## src/rtl/comparador_serial.sv

```systemverilog
// comparador_serial: sequential magnitude comparator for two N-bit unsigned
// words, consuming K bits per clock in either scan direction.
//
// Parameters: N (operand width, >= 2), K (bits per cycle, divides N).
// Ports:
//   clk, rst_n        clock (rising edge), async active-low reset
//   start             request, sampled only while idle
//   A, B              unsigned operands, captured with start
//   dir               0 = MSB first, 1 = LSB first, captured with start
//   busy              comparison in progress
//   done              one-cycle pulse when mayor/menor/igual update
//   mayor/menor/igual A>B / A<B / A==B, held until the next done
//
// Optional feature: define COMPARADOR_SALIDA_TEMPRANA_EN to finish an
// MSB-first scan as soon as the result is decided.
module comparador_serial #(
   parameter int unsigned N = 8,
   parameter int unsigned K = 1
) (
   input  logic         clk,
   input  logic         rst_n,
   input  logic         start,
   input  logic [N-1:0] A,
   input  logic [N-1:0] B,
   input  logic         dir,
   output logic         busy,
   output logic         done,
   output logic         mayor,
   output logic         menor,
   output logic         igual
);

   // Reject illegal parameter combinations at elaboration.
   if (N < 2 || K < 1 || K > N || (N % K) != 0) begin : g_bad_params
      $error("comparador_serial: illegal N=%0d K=%0d", N, K);
   end

   localparam int unsigned G  = N / K;
   localparam int unsigned CW = (G > 1) ? $clog2(G) : 1;

   // (p,q) encoding of the running decision.
   localparam logic [1:0] PQ_EQ = 2'b01;
   localparam logic [1:0] PQ_GT = 2'b10;
   localparam logic [1:0] PQ_LT = 2'b00;

   typedef enum logic {IDLE, RUN} state_t;

   state_t          state, state_nxt;
   logic [N-1:0]    sa, sa_nxt, sb, sb_nxt;
   logic            dir_r, dir_nxt;
   logic [1:0]      pq, pq_nxt;
   logic [CW-1:0]   cnt, cnt_nxt;
   logic            busy_nxt, done_nxt, mayor_nxt, menor_nxt, igual_nxt;

   logic [K-1:0]    ga, gb;
   logic            found, gt;
   logic [1:0]      pq_eff, pq_upd;
   logic            last, early, finish;

   // State and datapath registers.
   always_ff @(posedge clk or negedge rst_n) begin
      if (!rst_n) begin
         state <= IDLE;
         sa    <= '0;
         sb    <= '0;
         dir_r <= 1'b0;
         pq    <= PQ_EQ;
         cnt   <= '0;
         busy  <= 1'b0;
         done  <= 1'b0;
         mayor <= 1'b0;
         menor <= 1'b0;
         igual <= 1'b0;
      end else begin
         state <= state_nxt;
         sa    <= sa_nxt;
         sb    <= sb_nxt;
         dir_r <= dir_nxt;
         pq    <= pq_nxt;
         cnt   <= cnt_nxt;
         busy  <= busy_nxt;
         done  <= done_nxt;
         mayor <= mayor_nxt;
         menor <= menor_nxt;
         igual <= igual_nxt;
      end
   end

   // Next-state, group evaluation and output logic.
   always_comb begin
      state_nxt = state;
      sa_nxt    = sa;
      sb_nxt    = sb;
      dir_nxt   = dir_r;
      pq_nxt    = pq;
      cnt_nxt   = cnt;
      busy_nxt  = busy;
      done_nxt  = 1'b0;
      mayor_nxt = mayor;
      menor_nxt = menor;
      igual_nxt = igual;
      found     = 1'b0;
      gt        = 1'b0;

      // Current group sits at the end of the shift registers the scan starts from.
      ga = dir_r ? sa[K-1:0] : sa[N-1 -: K];
      gb = dir_r ? sb[K-1:0] : sb[N-1 -: K];

      // Ascending scan: the last hit is the most significant differing bit.
      for (int i = 0; i < int'(K); i++) begin
         if (ga[i] != gb[i]) begin
            found = 1'b1;
            gt    = ga[i];
         end
      end

      pq_eff = (pq == 2'b11) ? PQ_EQ : pq;
      if (found && (dir_r || pq_eff == PQ_EQ))
         pq_upd = gt ? PQ_GT : PQ_LT;
      else
         pq_upd = pq_eff;

      last = (cnt == CW'(G - 1));
`ifdef COMPARADOR_SALIDA_TEMPRANA_EN
      early = !dir_r && (pq_upd != PQ_EQ);
`else
      early = 1'b0;
`endif
      finish = last || early;

      case (state)
         IDLE: begin
            if (start) begin
               sa_nxt    = A;
               sb_nxt    = B;
               dir_nxt   = dir;
               pq_nxt    = PQ_EQ;
               cnt_nxt   = '0;
               busy_nxt  = 1'b1;
               state_nxt = RUN;
            end
         end
         RUN: begin
            pq_nxt  = pq_upd;
            cnt_nxt = cnt + CW'(1);
            sa_nxt  = dir_r ? (sa >> K) : (sa << K);
            sb_nxt  = dir_r ? (sb >> K) : (sb << K);
            if (finish) begin
               mayor_nxt = (pq_upd == PQ_GT);
               menor_nxt = (pq_upd == PQ_LT);
               igual_nxt = (pq_upd == PQ_EQ);
               done_nxt  = 1'b1;
               busy_nxt  = 1'b0;
               state_nxt = IDLE;
            end
         end
         default: state_nxt = IDLE;
      endcase
   end

endmodule
```

## config.mk

```make
export PLATFORM = sky130hd
export DESIGN_NAME = comparador_serial
export DESIGN_NICKNAME = d
export VERILOG_FILES = /design/src/rtl/comparador_serial.sv
export SDC_FILE = /design/constraint.sdc
export NUM_CORES = 1
export LEC_CHECK = 0
export BUFFER_PORTS_ARGS = -buffer_cell sky130_fd_sc_hd__buf_4
export CAP_MARGIN = 20
export CORE_ASPECT_RATIO = 0.75
export CORE_MARGIN = 2
export CORE_UTILIZATION = 50
export CTS_CLUSTER_SIZE = 16
export DETAILED_ROUTE_END_ITERATION = 6
export GPL_ROUTABILITY_DRIVEN = 1
export GPL_TIMING_DRIVEN = 0
export PLACE_DENSITY = 0.72
export SETUP_SLACK_MARGIN = 0.1
export SLEW_MARGIN = 10
export SYNTH_ARGS = -nofsm -noshare
export SYNTH_HDL_FRONTEND = slang
export SYNTH_SLANG_ARGS = --single-unit
```

## constraint.sdc

```tcl
create_clock -name clk -period 2.8 [get_ports clk]
set_input_delay 0.14 -clock clk [delete_from_list [all_inputs] [get_ports clk]]
set_output_delay 0.14 -clock clk [all_outputs]
set_load 0.03 [all_outputs]
```

==> results of run 1 <==
## metal layers
metal  share of wire (%)  vias up  GRT usage [%]
li1                    -      542              -
met1                  45      564           28.2
met2                  49       24           36.7
met3                 5.0        2           4.26
met4                0.50        0           4.08
met5                   0        -              0
## timing repair
item	in CTS	in global routing
buffers inserted	0	0
resized for setup	0	0
hold endpoints to repair	27	0
hold buffers	1	0
## power by group through the flow
stage          Clock [mW]  Sequential [mW]  Combinational [mW]
2_1_floorplan           0            0.765               0.663
3_3_place_gp            0            0.744               0.894
3_5_place_dp            0            0.758               0.940
4_1_cts             0.254            0.750               0.947
5_1_grt             0.272            0.781                1.05
6_report            0.252            0.753               0.940
## placed cells by master, fill, tap and decap left out, types with 5 or more instances in the layout
| master | instances |
|---|---|
| a21oi_1 | 12 |
| buf_4 | 25 |
| mux2i_1 | 17 |
| a211oi_1 | 11 |
| dfrtp_1 | 27 |
| nor2_1 | 5 |
| nor2b_1 | 9 |
| o21ai_0 | 5 |
| nand2_1 | 7 |
| inv_1 | 6 |
## Yosys cell counts
cell type and instances:
buf_12 1, and2b_1 4, ha_1 4, nor2_1 5, buf_2 3, a21oi_1 12, a211oi_2 1, dfrtp_1 27
a211oi_1 11, buf_4 1, nand2_1 7, mux2_2 1, buf_6 3, o2bb2ai_1 2, mux2i_1 17, o32a_1 2
inv_1 6, o21bai_1 1, nor2b_1 9, clkbuf_1 1, o21ai_1 4, o22ai_1 1, dfstp_2 1, o21ai_0 5
a22o_1 2, nand3_1 4
## stage by stage
| step | instances | utilization (%) | power, mW | hold slack, ps | setup slack (ps) |
|---|---|---|---|---|---|
| after floorplan | 135 | - | 1.43 | -156 | 1120 |
| after global placement | 195 | 62.7 | 1.64 | 77.6 | 1010 |
| after detailed placement | 195 | 62.7 | 1.70 | 75.3 | 952 |
| after CTS | 200 | 65.1 | 1.95 | 92.8 | 932 |
| after global routing | 200 | 65.1 | 2.10 | 124 | 828 |
| final | 200 | 65.1 | 1.95 | 101 | 944 |
## kinds of logic after synthesis
group                    synth area share [%]
AO/OA/AOI/OAI                            18.5
AND/OR/NAND/NOR                          10.4
flip-flops                               48.2
multiplexers                             12.5
buffers and inverters                    7.04
adder cells (fa/ha/maj)                  3.44
## final cells by class
| class | instances | share of cell area, % |
|---|---|---|
| Sequential cell | 28 | 40.2 |
| Tap cell | 36 | 2.58 |
| Timing Repair Buffer | 25 | 10.9 |
| Buffer | 9 | 4.58 |
| Multi-Input combinational cell | 92 | 37.3 |
| Clock buffer | 4 | 3.15 |
| Inverter | 6 | 1.29 |
## worst max-delay path: stages (launching register included)
cell,delay (ps)
dfrtp_1,360
buf_6,180
buf_12,150
mux2i_1,270
ha_1,300
o21bai_1,190
o32a_1,200
o21ai_1,120
## worst paths after layout
check | startpoint | end | cells after the start
min | dir | dir_r | 3
max reg2reg | dir_r | mayor | 7
max | dir_r | mayor | 7
max in group asynchronous | rst_n | pq[0] | 2
min in group asynchronous | rst_n | cnt[2] | 2
min reg2reg | mayor | mayor | 2
## flip-flops by register name, indices dropped and copies added (netlist names)
| signal | cells |
|---|---|
| dir_r | 1 |
| sa | 8 |
| igual | 1 |
| menor | 1 |
| busy | 1 |
| pq | 2 |
| done | 1 |
| state | 1 |
| sb | 8 |
| cnt | 3 |
| mayor | 1 |
==> flow_summary.ini, run 1 <==
[sta]
slew_viol_final = 0
setup_tns_ps = 0
setup_viol = 0
clock.fmax_mhz = 539
layout_worst_path_cycle_share_pct = 66.3
fin_skew_ps = 7.18
finalCriticalPeriod_ps = 1860
max_slew_margin_pct = 63.4
worst_slew_pin_slew_ps = 549
rsz0062_at_grt = no
hold_violations = 0

[cts]
clock_latency_ps = 280
clkTransAtPathRegs_ps = 90
clock_sinks = 28
cts_root_buf = clkbuf_8
cts_buffer_depth = 2
htree_levels = 1
cts_tree = built
numCtsBuffers = 3

[worst_setup_path]
critPathArrivalTime_ps = 2060
crit_fanout = 10
required_ps = 3000
startpoint_type = flop
endpoint_kind = flop
reg2reg_slack_ps = 940
crit_type = flop to flop

[pwr]
p_leak_nw = 0.815
p_sw_mw = 0.767
powerDensity_mw_per_mm2 = 1110
p_sw_share_pct = 39.4
power.internal_mw = 1.18
peakVddDrop_v = 0.000727
clkPwrFrac_pct = 12.9
seq_power_share_pct = 38.7
pwr-share-comb_pct = 48.3

[logic_synthesis]
syn_area_sq_mm = 0.00146
netlist_instances = 135
avgSynthCellArea_sq_um = 10.8
ys_seq_elements = 28
post-synth-top-area-cell = dfrtp_1
yosysWarnings = 0
syn-num-nets = 159
ys_seq_area_share_pct = 48.2
synth_area_leaders = dfrtp_1 (46%), mux2i_1 (12%), a211oi_1 (5.7%), a21oi_1 (4.1%), nor2b_1 (3.9%)
ys_types = 26
yosys.area.top_type_share_pct = 46.4

[global_route]
grt_pass1_wl_mm = 5.44
grt_pass1_vias = 1147
grt_usage_pct = 21.4
antenna_found_initial = 0
grt_max_degree = 29
overflow = 0

[detailed_routing]
firstDrtPassIters = 4
postRouteAntennaNets = 0
drt-wirelength-per-cell_um = 16.0
route.detailed.drc = 0
drtIter0Drc = 105
routed_wl_mm = 3.20
route.vias.total = 1132
viasPerCell = 5.66

[layout]
areaGrowthSynthToFinish_pct = 19.9
fillers = 222
seqCellArea_sq_um = 702
final_area_sq_mm = 0.00175
multi_input_area_sq_um = 652
drive_above_1_share_pct = 23.8
num_antenna_cells = 0
fin_nets = 189

[place]
portBuffers = 24
dp_hpwl_mm = 2.35
dpl_cell_area_sq_mm = 0.00168
place.gp.congestion = 0.764

[floorplanning]
dieArea_sq_mm = 0.00337
placementRows = 16
ios = 25
die_w_um = 66.3
die-height_um = 50.7
core_area_sq_mm = 0.00268
start_util_pct = 54.3

[job]
max_cap_viol_count = 0

[outcome]
outcome = completed

[hold_path]
hold_path_class = primary input to flop
Note: power is estimated with default switching activity, not from simulation.
==> run 2, diff against run 1 <==
--- a/config.mk
+++ b/config.mk
@@ -9,12 +9,12 @@
 export CAP_MARGIN = 20
 export CORE_ASPECT_RATIO = 0.75
 export CORE_MARGIN = 2
-export CORE_UTILIZATION = 50
+export CORE_UTILIZATION = 49
 export CTS_CLUSTER_SIZE = 16
 export DETAILED_ROUTE_END_ITERATION = 6
 export GPL_ROUTABILITY_DRIVEN = 1
 export GPL_TIMING_DRIVEN = 0
-export PLACE_DENSITY = 0.72
+export PLACE_DENSITY = 0.74
 export SETUP_SLACK_MARGIN = 0.1
 export SLEW_MARGIN = 10
 export SYNTH_ARGS = -nofsm -noshare
==> constraint.sdc (replaced) <==
create_clock -name clk -period 1.6 [get_ports clk]
set_input_delay 0.08 -clock clk [delete_from_list [all_inputs] [get_ports clk]]
set_output_delay 0.08 -clock clk [all_outputs]
set_load 0.03 [all_outputs]
==> run 2 against run 1 <==
Compared with the run above: the flow now finishes with violations (negative setup slack); critical path type unchanged; via count rose by 0.53%; largest cell class unchanged; maximum frequency rose by 12%; highest routed layer unchanged; global-route usage down 0.47 points.
==> flow_summary.ini, run 2 (same netlist as run 1, synthesis figures left out) <==
[global_route]
antenna_found_initial = 0
overflow = 0
grt_pass1_wl_mm = 5.13
grt_max_degree = 29
grt_pass1_vias = 1082
grt_usage_pct = 20.9

[floorplanning]
start_util_pct = 50.3
core_area_sq_mm = 0.00289
die_w_um = 67.0
ios = 25
die-height_um = 51.2
placementRows = 17
dieArea_sq_mm = 0.00343

[sta]
max_slew_margin_pct = 60.8
setup_tns_ps = -129
worst_slew_pin_slew_ps = 588
setup_viol = 3
setup_ws_ps = -53.3
rsz0062_at_grt = yes
slew_viol_final = 0
clock.fmax_mhz = 605
layout_worst_path_cycle_share_pct = 103
hold_violations = 0
fin_skew_ps = 4.64
hold_ws_ps = 41.5
finalCriticalPeriod_ps = 1650

[worst_setup_path]
endpoint_kind = flop
crit_path_start = dir_r
reg2reg_depth = 6
crit_type = flop to flop
reg2reg_slack_ps = -50
crit_fanout = 4
setup.worst_path.end = mayor
required_ps = 1810
timing.rr.end = mayor
critPathArrivalTime_ps = 1860
startpoint_type = flop
r2r_start = dir_r

[layout]
reg_top3 = sa (8), sb (8), cnt (3)
drive_above_1_share_pct = 27.2
num_antenna_cells = 0
final_cell_mix = buf_4 (30), dfrtp_1 (27), mux2i_1 (16)
multi_input_area_sq_um = 683
postLayoutCoreUtil_pct = 62.5
areaGrowthSynthToFinish_pct = 24.1
fin_nets = 194
seqCellArea_sq_um = 702
mostFrequentLayoutCell = buf_4
final_cells = 207
fillers = 253
final_area_sq_mm = 0.00181

[place]
dp_cells = 197
portBuffers = 24
dp_slack_ps = -143
dp_hpwl_mm = 2.22
dpl_cell_area_sq_mm = 0.00171
place.gp.congestion = 0.818

[detailed_routing]
drtIter0Drc = 96
routed_wl_mm = 3.13
postRouteAntennaNets = 0
route.vias.total = 1138
viasPerCell = 5.50
route.detailed.drc = 0
drt-wirelength-per-cell_um = 15.1
firstDrtPassIters = 4

[hold_path]
hold_path_class = primary input to flop

[cts]
cts_tree = built
cts_buffer_depth = 2
numCtsBuffers = 3
clock_latency_ps = 280
clock_sinks = 28
clkTransAtPathRegs_ps = 90
cts_root_buf = clkbuf_8
htree_levels = 1

[pwr]
peakVddDrop_v = 0.000902
powerDensity_mw_per_mm2 = 1960
p_leak_nw = 0.838
total_power_mw = 3.55

[outcome]
outcome = complete, but fails checks
violations = negative setup slack

[job]
max_cap_viol_count = 0
==> run 2: metal layers <==
| metal | track usage (%) | vias up | routed length, um |
|---|---|---|---|
| li1 | - | 548 | - |
| met1 | 27.7 | 563 | 1470 |
| met2 | 33.3 | 20 | 1500 |
| met3 | 5.29 | 7 | 101 |
| met4 | 7.48 | 0 | 62 |
| met5 | 0 | - | 0 |
==> run 2: where the power goes <==
group          switching (mW)  internal, mW  total (mW)
Clock                   0.213         0.179       0.392
Sequential              0.253          1.06        1.32
Combinational           0.918         0.919        1.84
Total                    1.38          2.16        3.55
==> run 2: repair_timing <==
action                     4_1_cts  5_1_grt
hold endpoints to repair        27        0
pin swaps                        1        3
hold buffers                     1        0
gates resized for setup          1        1
setup buffers                    5        0
setup endpoints to repair        3        4
==> run 2: worst min-delay path by stage <==
stage           from     end  cells after the start
5_1_grt          dir   dir_r                      3
6_report         dir   dir_r                      3
4_1_cts          dir   dir_r                      3
3_5_place_dp   rst_n    busy                      1
3_3_place_gp   rst_n  cnt[2]                      1
2_1_floorplan  rst_n    busy                      0
==> run 2: worst max-delay path, stage by stage (launching register included) <==
cell and delay [ps]:
dfrtp_1 390, buf_6 130, mux2_4 320, ha_4 280, nor2b_2 40, o32a_1 300, o21ai_1 120
==> run 2: cell type report <==
cell class	instances	area share [%]
flip-flops and latches	28	38.8
multi-input cells	92	37.8
repair buffers	30	12.6
plain buffers	9	4.43
well taps	38	2.63
clock buffers	4	2.49
inverters	6	1.25
==> run 3, diff against run 2 <==
--- a/config.mk
+++ b/config.mk
@@ -20,3 +20,4 @@
 export SYNTH_ARGS = -nofsm -noshare
 export SYNTH_HDL_FRONTEND = slang
 export SYNTH_SLANG_ARGS = --single-unit
+export TNS_END_PERCENT = 30
==> run 3 against run 2 <==
Compared with the run above: sequential power hardly changed; via count is 0.62% higher; combinational power hardly changed; global-route usage is 0.14 points lower; die area stayed put; sequential cell count stayed put; utilization is 1.2 points higher; the run still ends with negative setup slack left.
==> flow_summary.ini, run 3 (same netlist as run 1, synthesis figures left out) <==
[outcome]
outcome = complete, but fails checks
violations = negative setup slack

[worst_setup_path]
required_ps = 1820
reg2reg_slack_ps = -70
r2r_start = dir_r
crit_type = flop to flop
reg2reg_depth = 7
crit_fanout = 6
endpoint_kind = flop
timing.rr.end = mayor
critPathArrivalTime_ps = 1890
startpoint_type = flop

[cts]
cts_buffer_depth = 2
cts_root_buf = clkbuf_8
clkTransAtPathRegs_ps = 100
cts_tree = built
clock_latency_ps = 280
numCtsBuffers = 3
htree_levels = 1
clock_sinks = 28

[detailed_routing]
drt-wirelength-per-cell_um = 14.6
drtIter0Drc = 47
route.vias.total = 1145
firstDrtPassIters = 4
route.detailed.drc = 0
routed_wl_mm = 3.05
postRouteAntennaNets = 0
viasPerCell = 5.50

[layout]
mostFrequentLayoutCell = buf_4
final_cells = 208
drive_above_1_share_pct = 28.2
areaGrowthSynthToFinish_pct = 26.5
final_cell_mix = buf_4 (31), dfrtp_1 (27), mux2i_1 (16)
fin_nets = 195
reg_top3 = sa (8), sb (8), cnt (3)
fillers = 246
final_area_sq_mm = 0.00184
num_antenna_cells = 0

[hold_path]
worstHoldStart = dir
worstHoldPathCells = 3
hold_end = dir_r
hold_path_class = primary input to flop

[pwr]
total_power_mw = 3.70
peakVddDrop_v = 0.00134
p_leak_nw = 0.856
powerDensity_mw_per_mm2 = 2010

[job]
max_cap_viol_count = 0

[sta]
clock.fmax_mhz = 598
worst_slew_pin_slew_ps = 579
layout_worst_path_cycle_share_pct = 105
finalCriticalPeriod_ps = 1670
max_slew_margin_pct = 61.4
hold_violations = 0
fin_skew_ps = 7.04
rsz0062_at_grt = yes
slew_viol_final = 0
setup_ws_ps = -72.3
setup_viol = 3
hold_ws_ps = 24.0

[global_route]
grt_usage_pct = 20.8
overflow = 0
grt_pass1_vias = 1116
grt_pass1_wl_mm = 5.23
grt_max_degree = 29
antenna_found_initial = 0

[place]
dp_cells = 197
dp_hpwl_mm = 2.20
dpl_cell_area_sq_mm = 0.00171
portBuffers = 24
dp_slack_ps = -133
place.gp.congestion = 0.804

[floorplanning]
core_area_sq_mm = 0.00289
dieArea_sq_mm = 0.00343
die-height_um = 51.2
start_util_pct = 50.3
placementRows = 17
ios = 25
die_w_um = 67.0
## run 3: cell type report
class	count	area, sq um	area share [%]
Buffer	9	80.1	4.35
Clock buffer	3	41.3	2.24
Clock inverter	1	30.0	1.63
Inverter	6	22.5	1.22
Multi-Input combinational cell	92	683	37.1
Sequential cell	28	702	38.1
Tap cell	38	47.5	2.58
Timing Repair Buffer	31	235	12.8
## run 3: worst max path at each step
stage	start	end	cells past startpoint
floorplan	dir_r	mayor	7
global placement	dir_r	mayor	7
detailed placement	dir_r	mayor	7
CTS	dir_r	mayor	7
global route	dir_r	pq[1]	7
finish	dir_r	mayor	7
## run 3: repair_timing
item                       CTS  global route
pin swaps                    1             0
setup endpoints to repair    4             4
resized for setup            1             1
hold endpoints to repair    28             0
hold buffers                 1             0
buffers inserted             2             4
## run 3: layer usage
metal  share of wire [%]  vias up  track usage (%)
met1                  46      563             28.9
li1                    -      553                -
met2                  49       22             32.5
met4                0.95        0             5.44
met3                 4.8        7             5.29
met5                   0        -                0
## run 3: power breakdown
| part | internal, mW | switching [mW] |
|---|---|---|
| logic | 0.922 | 0.905 |
| clock network | 0.335 | 0.226 |
| registers | 1.06 | 0.248 |
| total | 2.32 | 1.38 |
## run 3: stage by stage
| step | utilization [%] | TNS [ps] |
|---|---|---|
| 3_5_place_dp | 59.2 | -385 |
| 2_1_floorplan | - | -34.2 |
| 3_3_place_gp | 59.2 | -284 |
| 5_1_grt | 63.7 | -382 |
| 6_report | 63.7 | -214 |
| 4_1_cts | 62.6 | -252 |
## run 3: worst max-delay path: stages, from the launching register on
cell and delay [ps]:
dfrtp_1 410, buf_6 140, buf_12 130, mux2i_4 190, ha_4 290, nor2b_2 40, o32a_1 300, o21ai_1 110
